<file path="src/rtl/i2c_reg_ctrl_pkg.sv">
// Shared types for the I2C register-access sequencer.
// Holds the sequencer state enum and its fixed encoding.
// Imported by i2c_reg_ctrl.
package i2c_reg_ctrl_pkg;

  localparam int STATE_W = 3;

  typedef enum logic [STATE_W-1:0] {
    IDLE        = 3'd0,
    ADDR_WAIT   = 3'd1,
    GET_PTR     = 3'd2,
    WR_DATA     = 3'd3,
    WR_STROBE   = 3'd4,
    RD_WAIT_REQ = 3'd5,
    RD_FETCH    = 3'd6,
    RD_OFFER    = 3'd7
  } state_t;

endpackage

</file>
<file path="src/rtl/i2c_reg_ctrl.sv">
// Purpose: sequences I2C slave byte traffic into register bus writes/reads via an auto-incrementing pointer.
// Latency: write byte -> reg_we next cycle (one byte per 2 cycles); reg_re -> read_valid one cycle after reg_rvalid.
// Backpressure: write_ready drops during the strobe cycle; reads are fetched only on read_ready, offered until taken.
// Optional macro I2C_REG_CTRL_RD_TIMEOUT_EN: bounds the reg_rvalid wait by TIMEOUT_CYCLES, returns 0xFF and adds sticky rd_timeout.
module i2c_reg_ctrl
  import i2c_reg_ctrl_pkg::*;
#(
  parameter int ADDR_WIDTH     = 8
`ifdef I2C_REG_CTRL_RD_TIMEOUT_EN
  ,
  parameter int TIMEOUT_CYCLES = 255
`endif
) (
  input  logic                  clk,
  input  logic                  rst,
  input  logic                  start,
  input  logic                  stop,
  input  logic                  read,
  input  logic                  write,
  input  logic                  write_valid,
  input  logic [7:0]            write_data,
  output logic                  write_ready,
  output logic                  read_valid,
  output logic [7:0]            read_data,
  input  logic                  read_ready,
  output logic [ADDR_WIDTH-1:0] reg_addr,
  output logic [7:0]            reg_wdata,
  output logic                  reg_we,
  output logic                  reg_re,
  input  logic [7:0]            reg_rdata,
  input  logic                  reg_rvalid,
`ifdef I2C_REG_CTRL_RD_TIMEOUT_EN
  output logic                  rd_timeout,
`endif
  output logic                  busy
);

  state_t                state;
  logic [ADDR_WIDTH-1:0] pointer;

`ifdef I2C_REG_CTRL_RD_TIMEOUT_EN
  localparam int TO_W = ($clog2(TIMEOUT_CYCLES + 1) > 8) ? $clog2(TIMEOUT_CYCLES + 1) : 8;
  logic [TO_W-1:0] to_cnt;
`endif

  assign reg_addr = pointer;
  assign busy     = (state != IDLE);

  // Sequencer: state, pointer and all handshake/strobe outputs are registered here.
  // Strobes default low each cycle; the pointer only moves after a completed access.
  always_ff @(posedge clk) begin
    if (rst) begin
      state       <= IDLE;
      pointer     <= '0;
      write_ready <= 1'b0;
      read_valid  <= 1'b0;
      reg_we      <= 1'b0;
      reg_re      <= 1'b0;
      read_data   <= 8'h00;
      reg_wdata   <= 8'h00;
`ifdef I2C_REG_CTRL_RD_TIMEOUT_EN
      rd_timeout  <= 1'b0;
      to_cnt      <= '0;
`endif
    end else begin
      write_ready <= 1'b0;
      read_valid  <= 1'b0;
      reg_we      <= 1'b0;
      reg_re      <= 1'b0;
      if (stop) begin
        // Any in-flight access is abandoned; the pointer is kept for the next transaction.
        state <= IDLE;
      end else if (start) begin
        state <= ADDR_WAIT;
`ifdef I2C_REG_CTRL_RD_TIMEOUT_EN
        rd_timeout <= 1'b0;
`endif
      end else begin
        case (state)
          ADDR_WAIT: begin
            if (write) begin
              state       <= GET_PTR;
              write_ready <= 1'b1;
            end else if (read) begin
              state <= RD_WAIT_REQ;
            end
          end
          GET_PTR: begin
            write_ready <= 1'b1;
            if (write_valid && write_ready) begin
              pointer <= ADDR_WIDTH'(write_data);
              state   <= WR_DATA;
            end
          end
          WR_DATA: begin
            if (write_valid && write_ready) begin
              reg_wdata <= write_data;
              reg_we    <= 1'b1;
              state     <= WR_STROBE;
            end else begin
              write_ready <= 1'b1;
            end
          end
          WR_STROBE: begin
            pointer     <= pointer + ADDR_WIDTH'(1);
            write_ready <= 1'b1;
            state       <= WR_DATA;
          end
          RD_WAIT_REQ: begin
            // Fetch only on demand so the register bus never sees a read-ahead.
            if (read_ready) begin
              reg_re <= 1'b1;
              state  <= RD_FETCH;
`ifdef I2C_REG_CTRL_RD_TIMEOUT_EN
              to_cnt <= '0;
`endif
            end
          end
          RD_FETCH: begin
            if (reg_rvalid) begin
              read_data  <= reg_rdata;
              read_valid <= 1'b1;
              state      <= RD_OFFER;
            end
`ifdef I2C_REG_CTRL_RD_TIMEOUT_EN
            else if (to_cnt == TO_W'(TIMEOUT_CYCLES - 1)) begin
              read_data  <= 8'hFF;
              read_valid <= 1'b1;
              rd_timeout <= 1'b1;
              state      <= RD_OFFER;
            end else begin
              to_cnt <= to_cnt + TO_W'(1);
            end
`endif
          end
          RD_OFFER: begin
            if (read_valid && read_ready) begin
              pointer <= pointer + ADDR_WIDTH'(1);
              state   <= RD_WAIT_REQ;
            end else begin
              read_valid <= 1'b1;
            end
          end
          default: state <= IDLE;
        endcase
      end
    end
  end

endmodule

</file>
<file path="config.mk">
export PLATFORM = sky130hd
export DESIGN_NAME = i2c_reg_ctrl
export DESIGN_NICKNAME = d
export VERILOG_FILES = /design/src/rtl/i2c_reg_ctrl_pkg.sv /design/src/rtl/i2c_reg_ctrl.sv
export SDC_FILE = /design/constraint.sdc
export NUM_CORES = 1
export LEC_CHECK = 0
export BUFFER_PORTS_ARGS = -buffer_cell sky130_fd_sc_hd__buf_2
export CAP_MARGIN = 30
export CORE_UTILIZATION = 35
export DETAILED_ROUTE_END_ITERATION = 8
export HOLD_SLACK_MARGIN = 0.1
export SLEW_MARGIN = 5
export SYNTH_ARGS = -nofsm -noshare
export SYNTH_HDL_FRONTEND = slang
export SYNTH_SLANG_ARGS = --single-unit
export TNS_END_PERCENT = 10
</file>
<file path="constraint.sdc">
create_clock -name clk -period 1.54 [get_ports clk]
set_input_delay 0.462 -clock clk [delete_from_list [all_inputs] [get_ports clk]]
set_output_delay 0.462 -clock clk [all_outputs]
set_load 0.02 [all_outputs]
</file>
Yosys cells after proc, flatten, opt, wreduce, memory -nomap -nowiden --
Index checks and enable logic that the tools add are counted.
Operators by class: add/subtract/negate cells 1, equality and inequality tests 19, multiplexer cells 20, bitwise gates (word level) 4, reduce and logical (&&, ||, !) cells 14
Operators by type and width (count):
- $pmux 8 s3 | 1
- $mux 3 | 7
- $pmux 3 s7 | 1
- $ne 3x3->1 const B | 6
- $mux 8 | 2
- $eq 3x3->1 const B | 4
- $reduce_and 6->1 | 2
- $ne 2x2->1 const B | 5
- $add 8x1->8 const B | 1
- $reduce_and 4->1 | 2
- $reduce_or 4->1 | 2
- $mux 1 | 7
- $eq 3x2->1 const B | 2
- $reduce_bool 3->1 | 2
- $reduce_and 5->1 | 1
- $ne 4x4->1 const B | 1
- $not 1->1 | 4
- $reduce_or 2->1 | 2
- $eq 3x1->1 const B | 1
- $pmux 1 s3 | 1
- $reduce_or 3->1 | 1
- $logic_and 1x1->1 | 2
- $pmux 1 s2 | 1
Word-level totals: register bits after elaboration 31, bits of input ports 25, output and inout bits 29, word-level logic and storage cells 67

Logic depth before layout (Yosys ltp) --
Gate-level depths: netlist (run 1).
depth in word-level cells 4, mapped depth 6, mapped depth without buffers 5

Worst setup path after synthesis (run 1) --
Ideal clock, no wire load.
path kind flip-flop to flip-flop, start point reg state[2], end point reg pointer[0], in the netlist reg_addr[0], arrival 1357 ps, data required time 1466 ps, setup slack 109 ps, cell stages (with the launch flop) 6, buffers on the path 1, clock period less this slack 1431 ps, cells stage by stage dfxtp_1 -> buf_4 -> and3_4 -> a211o_1 -> or3_1 -> a31oi_1
Between the ends: word-level cells in the longest chain between the ends 3
RTL lines:
- start: declaration | line i2c_reg_ctrl.sv:38 | state_t state;
- start signal: assignment | line i2c_reg_ctrl.sv:53 | state <= IDLE;
- start signal: assignment | line i2c_reg_ctrl.sv:72 | state <= IDLE;
- start signal: assignment | line i2c_reg_ctrl.sv:74 | state <= ADDR_WAIT;
- $eq 3x3->1 / $eq 3x2->1 (equally long branches) | line i2c_reg_ctrl.sv:79 | case (state)
- $ne 2x2->1 (no source line) / $reduce_bool 3->1 (equally long branches)
- $reduce_and 5->1 (no source line)
- end signal: assignment | line i2c_reg_ctrl.sv:91 | pointer <= ADDR_WIDTH'(write_data);
- end signal: assignment | line i2c_reg_ctrl.sv:105 | pointer <= pointer + ADDR_WIDTH'(1);
- end signal: assignment | line i2c_reg_ctrl.sv:138 | pointer <= pointer + ADDR_WIDTH'(1);
- end: declaration | line i2c_reg_ctrl.sv:39 | logic [ADDR_WIDTH-1:0] pointer;
Parallel ways exist; a longest one is shown, timed or not. A chain may end at the register's enable or synchronous reset.

Worst setup path in the final report (run 1) --
start point reg state[0], end point reg state[0]
Between the ends: word-level cells in the longest chain between the ends 3
RTL lines (line):
- $eq 3x1->1, or another cell as far along | i2c_reg_ctrl.sv:79
- $ne 4x4->1 (no source line), or another cell as far along
- $reduce_and 6->1 (no source line) / $mux 1 (equally long branches)
Parallel ways exist; a longest one is shown, timed or not.

==> results by group, run 1 <==
Status
  • Outcome: finished, violations left
  • Failing checks: setup timing

STA
  • Unrepaired setup endpoints after global routing: true
  • Slew HR: 72.5%
  • Final Hold Fails: 0
  • Max-slew violations: 0
  • Final setup margin: -17.1 ps
  • Setup_tns: -17.1 ps
  • Setup violators final: 1
  • FMAX: 642 MHz
  • Layout Skew: 3.88 ps
  • Worst-Margin Slew: 408 ps
  • Final min period: 1560 ps
  • Final Cycle Share: 101%

Yosys
  • Avg Synthesized Cell Area: 9.08 um2
  • Seq cells post-synth: 31
  • Multiplexer share of the synthesized area: 13.7%
  • Post-synth top flop: dfxtp_1
  • Syn nets: 195
  • Synthesized instance count: 169
  • Synth top area cells: dfxtp_1 (40%), mux2i_1 (14%), nor2_1 (5.6%)
  • Simple-gate share of the synthesized area: 22.3%
  • Synth Area in XOR/XNOR: 1.71%
  • Distinct cell type count after synthesis: 43
  • YS warnings: 0
  • Asr flop ratio synth: 0%
  • Mapped Area: 1530 um2
  • Synth Area in Compound Gates: 17.4%
  • EDFF count, synth: 0
  • Seq/Total Area, Yosys: 40.5%
  • Largest family of logic cells by synthesized area: simple AND/OR/NAND/NOR gates
  • Share of the synthesized area in the top cell type: 40.5%
  • Top cell type by total area after synthesis: dfxtp_1
  • Fraction of the mapped netlist area in adder cells: 0.816%

Worst setup path
  • CP Capture Type: flop
  • Buf/Inv on CP: 2
  • CP cell instances: buf_6 > or2b_4 > buf_4 > a2111oi_4 > a2111oi_2
  • Kind of critical path: flop to flop
  • Max stage delay on crit path: 390 ps
  • CP delay by family, top: compound AO/OA/AOI/OAI gates
  • Crit Path Max Fanout: 6
  • CP Data Required Time: 1680 ps
  • Arrival time worst endpoint: 1700 ps
  • Worst Setup Start Kind: flop
  • Worst path slowest cell: dfxtp_4

Clock tree
  • Clock buffer depth: 2
  • H-tree levels: 2
  • TritonCTS buffer count: 5
  • # hold bufs at CTS: 0
  • CTS tree: built
  • Root buffer cell: clkbuf_8
  • Clock Sinks: 31
  • Clock-pin slew on the worst setup and hold paths: 60 ps
  • Skew-Pair Late Insertion Delay: 280 ps

GRT
  • First-pass GRT wire length: 6090 um
  • Largest net degree at the start of global routing: 31
  • Gr usage total: 17.7%
  • Vias in the first global route: 1376
  • GRT overflow: 0
  • Initial antenna violation count: 0

Die
  • Die ar.: 4650 um2
  • Core Area: 4120 um2
  • Rows: 23
  • Die extent in x: 68.2 um
  • Height of the chip: 68.2 um
  • I/O pins: 54
  • Initial core utilization: 37.3%

Final layout
  • Antenna fix cells: 0
  • Area added between synthesis and finish: 46.9%
  • Final cell count without fillers: 297
  • # nets final: 272
  • Layout cells sized above 1: 42.5%
  • Finished Cell Area: 2250 um2

Pwr
  • P_leak: 1.00 nW
  • Pwr dens: 691 nW/um2
  • Design Power: 1.56 mW
  • Maximum vdd drop: 423 uV

Detailed routing
  • Vias per cell: 5.25
  • Post-route ant nets: 0
  • # DRC: 0
  • Routed vias: 1558
  • Initial drt markers: 53
  • Routed WL: 4140 um
  • Mean routed wirelength per cell: 13.9 um
  • Drt pass-1 iters: 4

Placement
  • Final GP Congestion: 0.823
  • Port-buffer cells: 53
  • Placement Cell Area: 1990 um2
  • DP Cell Count: 283
  • DP HPWL: 2940 um

Min path
  • Worst hold path class: input pin to flop

Run
  • Max cap viols: 0
-- cell usage after synthesis, types with 2 or more instances --
master     count
dfxtp_1       31
nand2b_1       6
a31oi_1        3
mux2i_1       21
a211oi_1       5
nor2_1        23
a2111oi_0      2
nand2_1       11
xnor2_1        2
and4_1         2
o32ai_1        5
buf_2          3
a311oi_1       2
a21oi_1        4
or3_1          2
nor3_1         7
nand4_1        3
clkbuf_1       4
nand3_1        5
o21ai_0        4
inv_1          2
-- placed cells by master (no fill, tap or decap), types with 2 or more instances in the layout --
cell / instances
dfxtp_1: 27
a31oi_1: 3
nand3_1: 5
nor2_4: 2
nand2b_1: 6
buf_2: 52
o21ai_0: 4
nand2_1: 10
inv_1: 2
buf_12: 2
clkbuf_1: 2
clkbuf_8: 5
nor2_1: 22
dfxtp_4: 3
mux2i_1: 21
buf_6: 5
o32ai_1: 4
a311oi_1: 2
a211oi_1: 5
or3_1: 2
nand4_1: 3
and4_1: 2
buf_4: 20
nor3_1: 5
a21oi_1: 4
-- layout make-up --
| type | count | area, um2 |
|---|---|---|
| fill | 382 | 1860 |
| clock buffer | 7 | 76.3 |
| sequential | 31 | 633 |
| tap | 50 | 62.6 |
| timing repair buffer | 79 | 507 |
| inverter | 2 | 7.51 |
| multi-input combinational | 127 | 962 |
| clock inverter | 1 | 5.00 |
-- flip-flops by register name (all words and copies together) (netlist names) --
signal       flops
read_data        8
reg_addr         8
state            3
reg_re           1
write_ready      1
reg_wdata        8
read_valid       1
reg_we           1
-- final timing paths --
check	slack, ps	endpoint	depth (start not counted)	startpoint
max reg2reg	-20	state[0]	5	state[0]
min reg2reg	490	read_data[6]	2	read_data[6]
min	420	read_data[2]	3	reg_rdata[2]
max	-20	state[0]	5	state[0]
-- cell families (layout without fill, tap and decap cells) --
logic type               after synthesis  in the layout
flip-flops                            31             31
multiplexers                          21             21
adder cells (fa/ha/maj)                1              1
buffers and inverters                 11             89
AND/OR/NAND/NOR                       67             67
XOR/XNOR                               3              3
AO/OA/AOI/OAI                         35             35
-- stage by stage --
stage                     setup WS (ps)  hold slack [ps]  util [%]
final                             -17.1              417      54.8
after floorplan                     109              554         -
after global placement            -85.8              468      48.3
after detailed placement          -79.8              475      48.3
after global routing              -56.5              410      54.8
after CTS                         0.596              388      51.5
-- per-layer routing --
metal | share of wire [%] | routed length, um | GRT usage [%] | vias up
met3 | 4.7 | 194 | 5.00 | 5
met4 | 0.75 | 31 | 7.03 | 0
li1 | - | - | - | 786
met1 | 47 | 1960 | 21.7 | 733
met2 | 47 | 1950 | 28.9 | 34
met5 | 0 | 0 | 0 | -
-- power breakdown --
group	switching (mW)	internal, mW	leakage, nW	total [mW]
sequential	0.00360	0.799	0.253	0.803
combinational	0.0702	0.0736	0.707	0.144
clock	0.293	0.317	0.0422	0.610
-- worst reg2reg max path, stage by stage (launching register included) --
cell and delay (ps):
dfxtp_4 390, buf_6 100, or2b_4 280, buf_4 160, a2111oi_4 370, a2111oi_2 120
-- repair_timing --
| item | CTS | global route |
|---|---|---|
| pin swaps | 0 | 4 |
| resized for setup | 11 | 21 |
| cloned | 0 | 0 |
| endpoints found under the setup margin | 7 | 8 |
| buffers inserted | 3 | 3 |
Power figures use the tool's default switching activity.
==> run 2, diff against run 1 <==
- ABC_AREA: unset -> 1
==> results by group, run 2 <==
Yosys
  • Distinct cell type count after synthesis: 23
  • EDFF count, synth: 0
  • Most common cell in the synthesized netlist: nor2_1
  • Syn nets: 274
  • Mapped Area: 1600 um2
  • YS warnings: 0
  • Synthesized instance count: 248
  • Avg Synthesized Cell Area: 6.44 um2
  • Seq/Total Area, Yosys: 38.9%
  • Synth top area cells: dfxtp_1 (39%), nor2_1 (16%), nand2_1 (12%)
  • Post-synth top flop: dfxtp_1
  • Asr flop ratio synth: 0%
  • Share of the synthesized area in the top cell type: 38.9%
  • Synth top cells by count: nor2_1 (67), nand2_1 (52), dfxtp_1 (31), o21ai_0 (26), inv_1 (18)
  • Seq cells post-synth: 31
  • Top cell type by total area after synthesis: dfxtp_1

Run
  • Max cap viols: 0

Pwr
  • P_leak: 1.11 nW
  • Pwr dens: 839 nW/um2
  • Design Power: 1.77 mW
  • Maximum vdd drop: 423 uV

STA
  • Final Hold Fails: 0
  • Final Cycle Share: 96.7%
  • Layout Skew: 2.54 ps
  • Slew HR: 84.4%
  • Setup violators final: 0
  • Final min period: 1490 ps
  • Worst-Margin Slew: 234 ps
  • Max-slew violations: 0
  • Unrepaired setup endpoints after global routing: true
  • FMAX: 671 MHz

Detailed routing
  • Vias per cell: 4.57
  • Drt pass-1 iters: 4
  • Post-route ant nets: 0
  • Routed vias: 1682
  • Mean routed wirelength per cell: 10.7 um
  • Routed WL: 3940 um
  • # DRC: 0
  • Initial drt markers: 43

GRT
  • Largest net degree at the start of global routing: 24
  • Gr usage total: 17.7%
  • Vias in the first global route: 1529
  • First-pass GRT wire length: 6930 um
  • GRT overflow: 0
  • Initial antenna violation count: 0

Worst setup path
  • Worst Setup Start Kind: flop
  • CP Data Required Time: 1080 ps
  • Kind of critical path: flop to output port
  • Crit Path Max Fanout: 6
  • CP Capture Type: output port
  • Arrival time worst endpoint: 1030 ps

Final layout
  • Most common cell after layout, fill and taps aside: nor2_1
  • # nets final: 341
  • Most frequent cells in the layout: nor2_1 (66), buf_2 (53), nand2_1 (52)
  • Layout cells sized above 1: 28.8%
  • Final cell count without fillers: 368
  • Antenna fix cells: 0
  • Area added between synthesis and finish: 31.8%

Die
  • Rows: 24
  • I/O pins: 54
  • Die extent in x: 69.5 um
  • Die ar.: 4840 um2
  • Core Area: 4380 um2
  • Height of the chip: 69.5 um
  • Initial core utilization: 36.4%

Clock tree
  • Clock-pin slew on the worst setup and hold paths: 70 ps
  • H-tree levels: 2
  • TritonCTS buffer count: 5
  • Skew-Pair Late Insertion Delay: 280 ps
  • CTS tree: built
  • # hold bufs at CTS: 0
  • Root buffer cell: clkbuf_8
  • Clock Sinks: 31
  • Postcts setup bufs: 0
  • Clock buffer depth: 2

Placement
  • Port-buffer cells: 53
  • DP HPWL: 3020 um
  • Final GP Congestion: 0.898
  • DP Cell Count: 360

Min path
  • Worst hold path class: input pin to flop

Status
  • Outcome: finished clean
run 2: cells by family after synthesis:
logic type | Yosys count | synth area share, %
compound gates | 41 | 13.4
fa+ha+maj | 1 | 0.784
simple gates | 148 | 39.4
buf+inv | 27 | 7.52
flops | 31 | 38.9
run 2: timing repair:
item | in CTS | in global routing
gates resized for setup | 1 | 3
pin swaps | 0 | 1
setup endpoints to repair | 1 | 18
gates cloned | 0 | 0
run 2: final timing paths:
check	slack, ps	start	depth (start not counted)	endpoint
max	50	state[0]	3	busy
min	430	rst	2	reg_addr[6]
max reg2reg	110	state[0]	8	reg_wdata[4]
min reg2reg	480	read_data[1]	2	read_data[1]
run 2: critical path, cell delays in order, from the launching register on:
cell and delay [ps]:
dfxtp_1 370, inv_1 140, nand2_1 90, buf_2 150
run 2: metrics by stage:
stage,setup WS (ps),utilization [%],hold WS [ps],instance area [um2],setup TNS [ps]
after floorplan,143,-,531,1600,0
after global placement,-3.46,45.1,459,1980,-3.46
after detailed placement,-6.99,45.1,468,1980,-13.3
after CTS,38.8,47.9,423,2100,0
after global routing,-23.4,48.0,421,2100,-34.0
final,50.4,48.0,429,2100,0
run 2: final cells by class:
class | instances | area [um2]
clock buffer | 6 | 82.6
clock inverter | 2 | 35.0
fill | 466 | 2280
inverter | 22 | 82.6
multi-input combinational | 190 | 858
sequential | 31 | 626
tap | 52 | 65.1
timing repair buffer | 65 | 355
run 2: layer usage:
metal  part of all wire, %  routed length (um)  vias to the layer above  track usage, %
met3                   4.9                 194                        2            4.22
li1                      -                   -                      926               -
met2                    41                1620                       41            25.6
met1                    53                2100                      713            25.5
met5                     0                   0                        -               0
met4                  0.46                  18                        0            6.35
run 2: power breakdown:
part | internal [mW] | leakage, nW | total [mW] | switching (mW)
combinational | 0.0576 | 0.793 | 0.130 | 0.0720
sequential | 0.804 | 0.251 | 0.808 | 0.00456
clock | 0.523 | 0.0612 | 0.828 | 0.305
==> run 3, diff against run 2 <==
- ABC_AREA: 1 -> unset
- RECOVER_POWER: unset -> 50
- SLEW_MARGIN: 5 -> unset
==> results by group, run 3 (synthesis gave the netlist of run 1 again) <==
Die
  • I/O pins: 54
  • Core Area: 4120 um2
  • Rows: 23
  • Die ar.: 4650 um2
  • Height of the chip: 68.2 um
  • Initial core utilization: 37.3%
  • Die extent in x: 68.2 um

STA
  • Setup violators final: 1
  • Slew HR: 72.4%
  • Final setup margin: -21.8 ps
  • Final hold slack: 417 ps
  • Max-slew violations: 0
  • Layout Skew: 4.28 ps
  • Final min period: 1560 ps
  • Worst-Margin Slew: 415 ps
  • Setup_tns: -21.8 ps
  • Unrepaired setup endpoints after global routing: true
  • Final Cycle Share: 101%
  • FMAX: 640 MHz
  • Final Hold Fails: 0

Worst setup path
  • CP Data Required Time: 1680 ps
  • Buf/Inv on CP: 2
  • Reg-to-Reg End: state[0]
  • Crit Path Max Fanout: 6
  • Max stage delay on crit path: 390 ps
  • CP cell instances: buf_6 > or2b_4 > buf_4 > a2111oi_4 > a2111oi_2
  • Worst Setup Start Kind: flop
  • CP delay by family, top: compound AO/OA/AOI/OAI gates
  • CP Capture Type: flop
  • R2r startpoint: state[0]
  • Arrival time worst endpoint: 1710 ps
  • R2R cell count: 5
  • Worst path slowest cell: dfxtp_4
  • Kind of critical path: flop to flop
  • Reg2Reg Setup Slack: -20 ps

Pwr
  • Pwr dens: 704 nW/um2
  • P_leak: 0.902 nW
  • Design Power: 1.56 mW
  • Maximum vdd drop: 425 uV

Detailed routing
  • Post-route ant nets: 0
  • Routed vias: 1547
  • Drt pass-1 iters: 4
  • Vias per cell: 5.21
  • Routed WL: 4150 um
  • Mean routed wirelength per cell: 14.0 um
  • Initial drt markers: 57
  • # DRC: 0

GRT
  • Largest net degree at the start of global routing: 31
  • GRT overflow: 0
  • First-pass GRT wire length: 6090 um
  • Gr usage total: 17.7%
  • Vias in the first global route: 1376
  • Initial antenna violation count: 0

Clock tree
  • Root buffer cell: clkbuf_8
  • CTS tree: built
  • Skew-Pair Late Insertion Delay: 280 ps
  • # hold bufs at CTS: 0
  • Clock Sinks: 31
  • Clock-pin slew on the worst setup and hold paths: 60 ps
  • H-tree levels: 2
  • Clock buffer depth: 2
  • TritonCTS buffer count: 5

Final layout
  • Post-layout util: 53.8%
  • Area added between synthesis and finish: 44.2%
  • Finished Cell Area: 2210 um2
  • Layout cells sized above 1: 34.0%
  • Final cell count without fillers: 297
  • Most frequent cells in the layout: buf_2 (31), dfxtp_1 (27), clkbuf_1 (23)
  • Most common cell after layout, fill and taps aside: buf_2
  • Antenna fix cells: 0
  • # nets final: 272

Min path
  • Worst Min Path Start: rst
  • Hold Path Stages: 2
  • Worst Hold End: state[0]
  • Worst hold path class: input pin to flop

Placement
  • Placement Cell Area: 1990 um2
  • DP Cell Count: 283
  • Post-Place Setup Slack: -79.8 ps
  • Port-buffer cells: 53
  • Final GP Congestion: 0.823
  • DP HPWL: 2940 um

Status
  • Outcome: finished, violations left
  • Failing checks: setup timing

Run
  • Max cap viols: 0
-- run 3: cell count changes in the layout (fill, tap and decap cells not counted), moves of 16 or more --
cell,change
buf_2,-22
clkbuf_1,+23
inv_1,-16
mux2i_1,+21
nand2_1,-42
nor2_1,-44
o21ai_0,-22
-- run 3: power by group --
group	switching [mW]	total, mW	internal [mW]
Sequential	0.00365	0.803	0.799
Clock	0.295	0.612	0.317
Combinational	0.0698	0.143	0.0735
-- run 3: per-layer routing --
layer	GRT usage, %	routed length (um)
met5	0	0
met4	7.03	31
met3	5.00	191
met2	28.9	1970
met1	21.7	1960
-- run 3: repair_timing --
item,CTS,global route
setup endpoints to repair,7,8
pin swaps,0,4
resized for setup,11,21
buffers inserted,3,3
-- run 3: worst max path at each step --
stage | to | start | slack [ps] | depth (start not counted)
6_report | state[0] | state[0] | -20 | 5
5_1_grt | state[0] | state[0] | -60 | 5
4_1_cts | busy | state[1] | 0.6 | 4
3_5_place_dp | reg_addr[6] | write_valid | -80 | 5
3_3_place_gp | reg_addr[6] | write_valid | -90 | 5
2_1_floorplan | reg_addr[0] | state[2] | 110 | 5
-- run 3: cell type report --
cell class	count	area, um2
fill	396	1900
clock buffer	7	76.3
tap	50	62.6
sequential	31	633
multi-input combinational	127	962
clock inverter	1	5.00
timing repair buffer	79	465
inverter	2	7.51
